===== config.mk =====
export PLATFORM = sky130hd
export DESIGN_NAME = alu_64
export DESIGN_NICKNAME = d
export VERILOG_FILES = /design/src/rtl/alu_64.sv
export SDC_FILE = /design/constraint.sdc
export NUM_CORES = 1
export LEC_CHECK = 0
export CAP_MARGIN = 20
export CELL_PAD_IN_SITES_DETAIL_PLACEMENT = 1
export CELL_PAD_IN_SITES_GLOBAL_PLACEMENT = 2
export CORE_ASPECT_RATIO = 0.5
export CORE_MARGIN = 5
export CORE_UTILIZATION = 34
export DETAILED_ROUTE_END_ITERATION = 6
export PLACE_DENSITY = 0.87
export SYNTH_ARGS = -nofsm -noshare
export SYNTH_HDL_FRONTEND = slang
export SYNTH_SLANG_ARGS = --single-unit
export TNS_END_PERCENT = 100

===== constraint.sdc =====
create_clock -name clk -period 1.2 [get_ports clk]
set_input_delay 0.36 -clock clk [delete_from_list [all_inputs] [get_ports clk]]
set_output_delay 0.36 -clock clk [all_outputs]
set_load 0.05 [all_outputs]

===== src/rtl/alu_64.sv =====
// 64-bit add/subtract with signed and unsigned compare flags.
// Latency: one clock from input sample to registered outputs.
// Backpressure: none; a new operation is accepted on every rising edge.

module alu_64_adder (
    input  logic [63:0] a,
    input  logic [63:0] b,
    input  logic        cin,
    output logic [63:0] sum,
    output logic        cout,
    output logic        ovf
);
    logic [63:0] p;
    logic [63:0] g;
    logic [15:0] grp_p;
    logic [15:0] grp_g;
    logic        cy;
    logic        cb;
    logic        c_msb;

    assign p = a ^ b;
    assign g = a & b;

    // Two-level carry: 4-bit lookahead groups, group carries chained.
    always_comb begin
        grp_p = '0;
        grp_g = '0;
        sum   = '0;
        cy    = cin;
        cb    = cin;
        c_msb = 1'b0;
        for (int k = 0; k < 16; k++) begin
            grp_p[k] = &p[4*k +: 4];
            grp_g[k] = g[4*k+3]
                     | (p[4*k+3] & g[4*k+2])
                     | (p[4*k+3] & p[4*k+2] & g[4*k+1])
                     | (p[4*k+3] & p[4*k+2] & p[4*k+1] & g[4*k]);
            cb = cy;
            for (int j = 0; j < 4; j++) begin
                sum[4*k+j] = p[4*k+j] ^ cb;
                if ((4*k + j) == 63) begin
                    c_msb = cb;
                end
                cb = g[4*k+j] | (p[4*k+j] & cb);
            end
            cy = grp_g[k] | (grp_p[k] & cy);
        end
        cout = cy;
        ovf  = c_msb ^ cy;
    end
endmodule

module alu_64 (
    input  logic        clk,
    input  logic        rst_n,
    input  logic [63:0] A,
    input  logic [63:0] B,
    input  logic        SUM_SUB,
    output logic [63:0] result,
    output logic        equal,
    output logic        not_equal,
    output logic        lesser_than,
    output logic        greater_or_equal,
    output logic        unsigned_lesser,
    output logic        unsigned_greater_equal
);
    logic [63:0] res_b;
    logic [63:0] res_sum;
    logic        res_cout;
    logic        res_ovf;

    logic [63:0] cmp_diff;
    logic        cmp_cout;
    logic        cmp_ovf;

    logic        eq_nxt;
    logic        lt_nxt;
    logic        ult_nxt;

    assign res_b = SUM_SUB ? ~B : B;

    alu_64_adder u_res_adder (
        .a    (A),
        .b    (res_b),
        .cin  (SUM_SUB),
        .sum  (res_sum),
        .cout (res_cout),
        .ovf  (res_ovf)
    );

    // Flags come from their own A-B path so they never depend on SUM_SUB.
    alu_64_adder u_cmp_adder (
        .a    (A),
        .b    (~B),
        .cin  (1'b1),
        .sum  (cmp_diff),
        .cout (cmp_cout),
        .ovf  (cmp_ovf)
    );

    assign eq_nxt  = ~|cmp_diff;
    assign lt_nxt  = cmp_diff[63] ^ cmp_ovf;
    assign ult_nxt = ~cmp_cout;

    always_ff @(posedge clk or negedge rst_n) begin
        if (!rst_n) begin
            result                 <= '0;
            equal                  <= 1'b0;
            not_equal              <= 1'b0;
            lesser_than            <= 1'b0;
            greater_or_equal       <= 1'b0;
            unsigned_lesser        <= 1'b0;
            unsigned_greater_equal <= 1'b0;
        end else begin
            result                 <= res_sum;
            equal                  <= eq_nxt;
            not_equal              <= ~eq_nxt;
            lesser_than            <= lt_nxt;
            greater_or_equal       <= ~lt_nxt;
            unsigned_lesser        <= ult_nxt;
            unsigned_greater_equal <= ~ult_nxt;
        end
    end

    // Carry-out and overflow of the result path are intentionally dropped.
    logic unused_res;
    assign unused_res = res_cout ^ res_ovf;
endmodule


==> run_results.csv, run 1 <==
group,metric,value,unit
status,status,"complete, but fails checks",
status,failed_checks,"design-rule violations, negative setup slack",
layout,drive_above_1_share,55.2,%
timing,max_freq,200,MHz
timing,tightest_slew,1.11,ns
die,rows,40,
route,vias_per_cell,5.95,
synthesis,synth.distinct_cells,48,
route,drt_iter0_markers,1288,
synthesis,syn_nets,1219,
clock_network,cts.htree.levels,3,
placement,placedInstanceArea,14000,sq um
die,fp.dieArea,28200,sq um
route,drtPass1Iterations,7,
critical_path,end_kind,"register",
critical_path,arrival,5.30,ns
clock_network,cts_tree,"yes",
power,ir_drop,1.07,mV
timing,finalWorstSetupSlack,-3.81,ns
power,power.static_leakage,8.09,nW
layout,nets,1812,
synthesis,yosysWarnings,0,
timing,report.final.hold_viol_count,0,
placement,dp_hpwl,30100,um
synthesis,ys_seq_area_share,20.8,%
layout,area_delta_synth_final,99.4,%
global_route,grt_max_degree,31,
placement,globalplace.congestion,0.907,
placement,place_inst,1688,
critical_path,start_kind,"input port",
route,routedWlPerCell,36.2,um
clock_network,clk_pin_slew,0.07,ns
die,die_w,232,um
clock_network,numCtsBuffers,9,
die,core_area,24200,sq um
placement,io_buffer_count,200,
synthesis,ys_seq_elements,70,
hold_path,hold_path.class,"in -> reg",
global_route,overflow,0,
clock_network,clk_path_buf_depth,2,
route,wirelength,65500,um
critical_path,crit_fanout,8,
global_route,track_usage,32.7,%
timing,min_period,5.01,ns
timing,slew_headroom,23.8,%
clock_network,cts.sinks,70,
die,start_util,34.8,%
synthesis,syn_avg_cell_area,9.67,sq um
timing,timing.final.max_slew_violations,0,
die,num_io_pins,201,
run,drv_cap,0,
layout,layoutNonFillerInstCount,1811,
layout,layout_commonest_cell,"buf_4",
timing,period_share,418,%
global_route,grt_first_pass_wirelength,68000,um
route,remaining_drc_errors,1,
clock_network,cts_root_buf,"clkbuf_16",
global_route,grt_pass1_vias,11300,
timing,rsz0062_at_grt,"true",
die,die_height,121,um
critical_path,path_class,"in -> reg",
layout,mostFrequentLayoutCells,"324 x buf_4, 153 x inv_1, 78 x ha_1",
power,cellPowerDensity,1350,nW/um^2
synthesis,syn_area,8400,sq um
global_route,grt_antenna_before_repair,6,
critical_path,cp.required,1.49,ns
layout,design_area,16800,sq um
route,ant_nets,0,
synthesis,syn_inst,869,
route,dr_total_vias,10800,
layout,n_fill_cell,2395,
timing,finalSetupViolCount,139,
==> metrics by stage <==
stage          setup WS [ns]  total power [mW]  hold slack (ns)  TNS, ns  utilization, %
2_1_floorplan          -2.73              8.78           0.0644  -125.87               -
3_3_place_gp           -3.88              14.9            0.239  -174.82            57.9
3_5_place_dp           -3.95              15.4            0.244  -180.60            57.9
4_1_cts                -2.80              19.6            0.300  -136.20            64.7
5_1_grt                -3.70              23.0            0.327  -183.53            69.3
6_report               -3.81              22.6            0.339  -186.43            69.3
==> power breakdown <==
part,switching [mW],internal [mW],leakage (nW)
Sequential,0.782,3.07,0.813
Combinational,8.35,7.00,7.12
Clock,1.48,1.87,0.155
==> path summary, 6_finish.rpt <==
path / from / depth (start not counted) / endpoint / slack, ns
worst max-delay path: SUM_SUB / 18 / result[58] / -3.81
worst min-delay path: B[0] / 3 / result[0] / 0.34
max in group asynchronous: rst_n / 3 / result[53] / 0.25
min in group asynchronous: rst_n / 2 / result[13] / 0.43
==> kinds of logic (layout without fill, tap and decap cells) <==
logic type	Yosys count	count (layout)	synth area share [%]
other	0	8	0
and+or+nand+nor	123	123	7.36
AOI/OAI and AO/OA	137	137	10.6
buffers and inverters	222	820	9.93
DFF	70	70	20.8
xor gates and xnor gates	97	97	10.1
adders and majority gates	219	219	41.0
muxes	1	1	0.119
==> cell usage after synthesis, drive strengths merged <==
cell     count  area (sq um)
o211a        2          20.0
a41oi        1          8.76
o21a         8          61.3
o21ai       30           154
nor4         6          37.5
a21oi       45           225
nor2        26          97.6
a31oi        3          25.0
or3          1          6.26
a22oi        1          7.51
clkbuf       5          18.8
a2111oi      2          17.5
nand4       31           194
buf          2          8.75
ha         125          1560
xor2        71           622
a211o        2          17.5
inv        215           807
nor3b        1          7.51
a221oi       2          23.8
nand2b       2          12.5
nand3        5          25.0
xnor2       26           228
and3         3          18.8
and4         3          26.3
mux2i        1          10.0
and2b        1          8.76
nand2       34           128
a31o         2          17.5
o2111ai      1          15.0
fa          94          1880
a211oi       8          70.1
nor3         6          30.0
or4          1          7.51
a22o         1          8.76
o22ai        3          18.8
o211ai       6          45.0
o21ba        3          30.0
nor2b        3          18.8
a21o        17           128
dfrtp       70          1750
==> flip-flops by register name, summed over array words and instances (netlist names) <==
signal,flops
lesser_than,1
unsigned_greater_equal,1
result,64
greater_or_equal,1
not_equal,1
unsigned_lesser,1
equal,1
==> area by class of cell <==
| class | instances | area, sq um | area share, % |
|---|---|---|---|
| repair buffers | 589 | 5870 | 35.0 |
| multi-input cells | 577 | 7540 | 45.0 |
| clock buffers | 10 | 239 | 1.43 |
| clock inverters | 6 | 85.1 | 0.508 |
| diodes | 8 | 20.0 | 0.119 |
| flip-flops and latches | 70 | 1750 | 10.5 |
| well taps | 336 | 420 | 2.51 |
| inverters | 215 | 822 | 4.91 |
==> critical path, cell delays in order <==
cell,delay (ns)
buf_12,0.12
buf_12,0.17
buf_8,0.14
xor2_4,0.44
ha_4,0.25
a211oi_4,0.09
o211ai_1,0.83
a21oi_1,0.24
inv_2,0.19
o211a_4,0.24
a211o_1,0.32
a21o_1,0.29
buf_6,0.14
nor2_4,0.04
fa_2,0.37
fa_2,0.42
fa_2,0.54
inv_1,0.06
==> per-layer routing <==
layer / global-route usage, % / up-vias / part of all wire, %
li1: - / 3995 / -
met1: 33.1 / 5287 / 34
met2: 59.3 / 963 / 44
met3: 9.80 / 526 / 11
met4: 20.4 / 4 / 11
met5: 0 / - / 0.081
==> timing repair <==
action,in CTS,in global routing
gates resized for setup,388,173
setup buffers,73,62
pin swaps,102,67
endpoints found under the hold margin,11,0
cloned,1,0
setup endpoints to repair,139,139
hold buffers,1,0
(Power assumes the default switching activity.)
==> inputs of run 2 (changes only) <==
- CAP_MARGIN: 20 -> default
- SETUP_SLACK_MARGIN: default -> 0.4
==> run 2 against run 1 <==
Effect of this change:
- the run ends with negative hold slack, negative setup slack left
- clock power is 11% higher
- power is 4.4% higher
- first-iteration DRC count is 22% lower
- critical path depth is 3 higher
- hold slack worse by 0.49 ns
- combinational power is 3% higher
- global-route usage is 2.3 points higher
- worst setup slack better by 0.0081 ns
- die area stayed put
- final cell count is 0.17% higher
- maximum frequency is 0.16% higher
- critical path type unchanged
- largest power group unchanged
==> run_results.csv, run 2 (synthesis gave the netlist of run 1 again) <==
group,metric,value,unit
status,status,"complete, but fails checks",
status,failed_checks,"negative hold slack, negative setup slack",
die,rows,40,
clock_network,cts.sinks,70,
clock_network,cts_root_buf,"clkbuf_16",
timing,slew_headroom,45.0,%
critical_path,cp.required,1.50,ns
global_route,grt_first_pass_wirelength,73100,um
layout,drive_above_1_share,62.1,%
route,ant_nets,0,
timing,rsz0062_at_grt,"true",
layout,layout_commonest_cell,"buf_4",
layout,utilization,70.4,%
power,total_power,23.6,mW
layout,area_delta_synth_final,102,%
power,cellPowerDensity,1390,nW/um^2
die,die_w,232,um
route,dr_total_vias,11000,
critical_path,path_class,"in -> reg",
timing,min_period,5.00,ns
timing,max_freq,200,MHz
critical_path,start_kind,"input port",
layout,regMostFlops,"result",
power,power.static_leakage,8.19,nW
power,pwr-share-clk,15.7,%
route,routedWlPerCell,37.0,um
route,drt_iter0_markers,1008,
critical_path,crit_fanout,3,
timing,period_share,417,%
placement,io_buffer_count,200,
placement,dp_hpwl,30700,um
layout,mostFrequentLayoutCells,"319 x buf_4, 144 x inv_1, 77 x buf_6",
global_route,grt_max_degree,31,
die,num_io_pins,201,
clock_network,cts_tree,"yes",
die,die_height,121,um
die,core_area,24200,sq um
die,start_util,34.8,%
clock_network,clk_pin_slew,0.08,ns
placement,globalplace.congestion,0.921,
timing,finalWorstSetupSlack,-3.80,ns
clock_network,clk_path_buf_depth,2,
global_route,grt_antenna_before_repair,5,
clock_network,cts.htree.levels,3,
timing,finalSetupViolCount,139,
layout,nets,1816,
route,drtPass1Iterations,5,
critical_path,arrival,5.30,ns
global_route,grt_pass1_vias,11600,
timing,report.final.hold_viol_count,12,
power,combPwrFrac,67.3,%
route,remaining_drc_errors,0,
power,power_switching,10.8,mW
clock_network,numCtsBuffers,9,
hold_path,hold_path.class,"in -> async",
timing,tightest_slew,0.805,ns
run,drv_cap,0,
placement,pre_cts_slack,-4.07,ns
power,ir_drop,1.41,mV
global_route,overflow,0,
route,wirelength,67200,um
die,fp.dieArea,28200,sq um
layout,largest_reg_flops,64,
power,seqPwrFrac,17.0,%
layout,n_fill_cell,2425,
route,vias_per_cell,6.04,
power,p_sw_share,46.0,%
power,power.internal,12.7,mW
timing,whs,-0.155,ns
timing,timing.final.max_slew_violations,0,
global_route,track_usage,35.0,%
critical_path,end_kind,"register",
## run 2: cell types whose count changed in the layout (fill, tap and decap cells not counted), moves of 10 or more
cell / change
dfrtp_2: +67
clkdlybuf4s50_1: -10
buf_6: +12
dfrtp_1: -67
## run 2: worst paths after layout
path                       startpoint          to  depth (start not counted)  slack (ns)
max                             B[16]   not_equal                         21       -3.80
min                             rst_n  result[13]                          1       -0.16
min in group clk                 B[0]   result[0]                          3        0.31
max in group asynchronous       rst_n  result[45]                          2        0.83
## run 2: critical path: stages
cell and delay (ns):
clkdlybuf4s15_1 0.40, inv_2 0.14, ha_4 0.35, o21ai_0 0.12, o21ai_1 0.23, a211oi_2 0.09, a211oi_2 0.26, buf_4 0.22
buf_6 0.11, o21a_4 0.20, buf_4 0.14, nand2_1 0.14, fa_1 0.46, fa_1 0.47, fa_1 0.44, xnor2_1 0.15
nor4_1 0.39, nand2_1 0.17, nor4_4 0.17, and3_4 0.22, inv_1 0.05
## run 2: cell type report
type	count	area (sq um)	area share [%]
inverters	215	827	4.86
repair buffers	593	6000	35.3
clock buffers	10	229	1.35
diodes	7	17.5	0.103
flip-flops and latches	70	1840	10.8
multi-input cells	577	7550	44.4
well taps	336	420	2.47
clock inverters	6	134	0.787
## run 2: power groups by stage
stage	clock network (mW)	logic [mW]	registers, mW
6_report	3.71	15.9	4.00
5_1_grt	3.80	16.0	4.03
4_1_cts	3.53	12.9	3.90
3_5_place_dp	0	11.7	3.93
3_3_place_gp	0	11.1	3.88
2_1_floorplan	0	2.92	6.03
## run 2: per-layer routing
metal	vias to the layer above	wire, um	GRT usage (%)
li1	4008	-	-
met1	5407	22500	36.5
met2	970	30300	63.5
met3	562	6660	8.32
met4	6	7730	22.7
met5	-	35	0
## run 2: stage by stage
stage	cell area (sq um)	instances	TNS (ns)
floorplan	8880	869	-125.97
global placement	14000	1676	-174.33
detailed placement	14000	1676	-180.55
CTS	15900	1762	-133.38
global route	17000	1811	-163.92
finish	17000	1814	-164.93
## run 2: repair_timing
item                                   in CTS  in global routing
setup buffers                              67                 45
resized for setup                         428                206
endpoints found under the hold margin      12                 12
pin swaps                                 107                 73
setup endpoints to repair                 140                139
cloned                                      3                  0
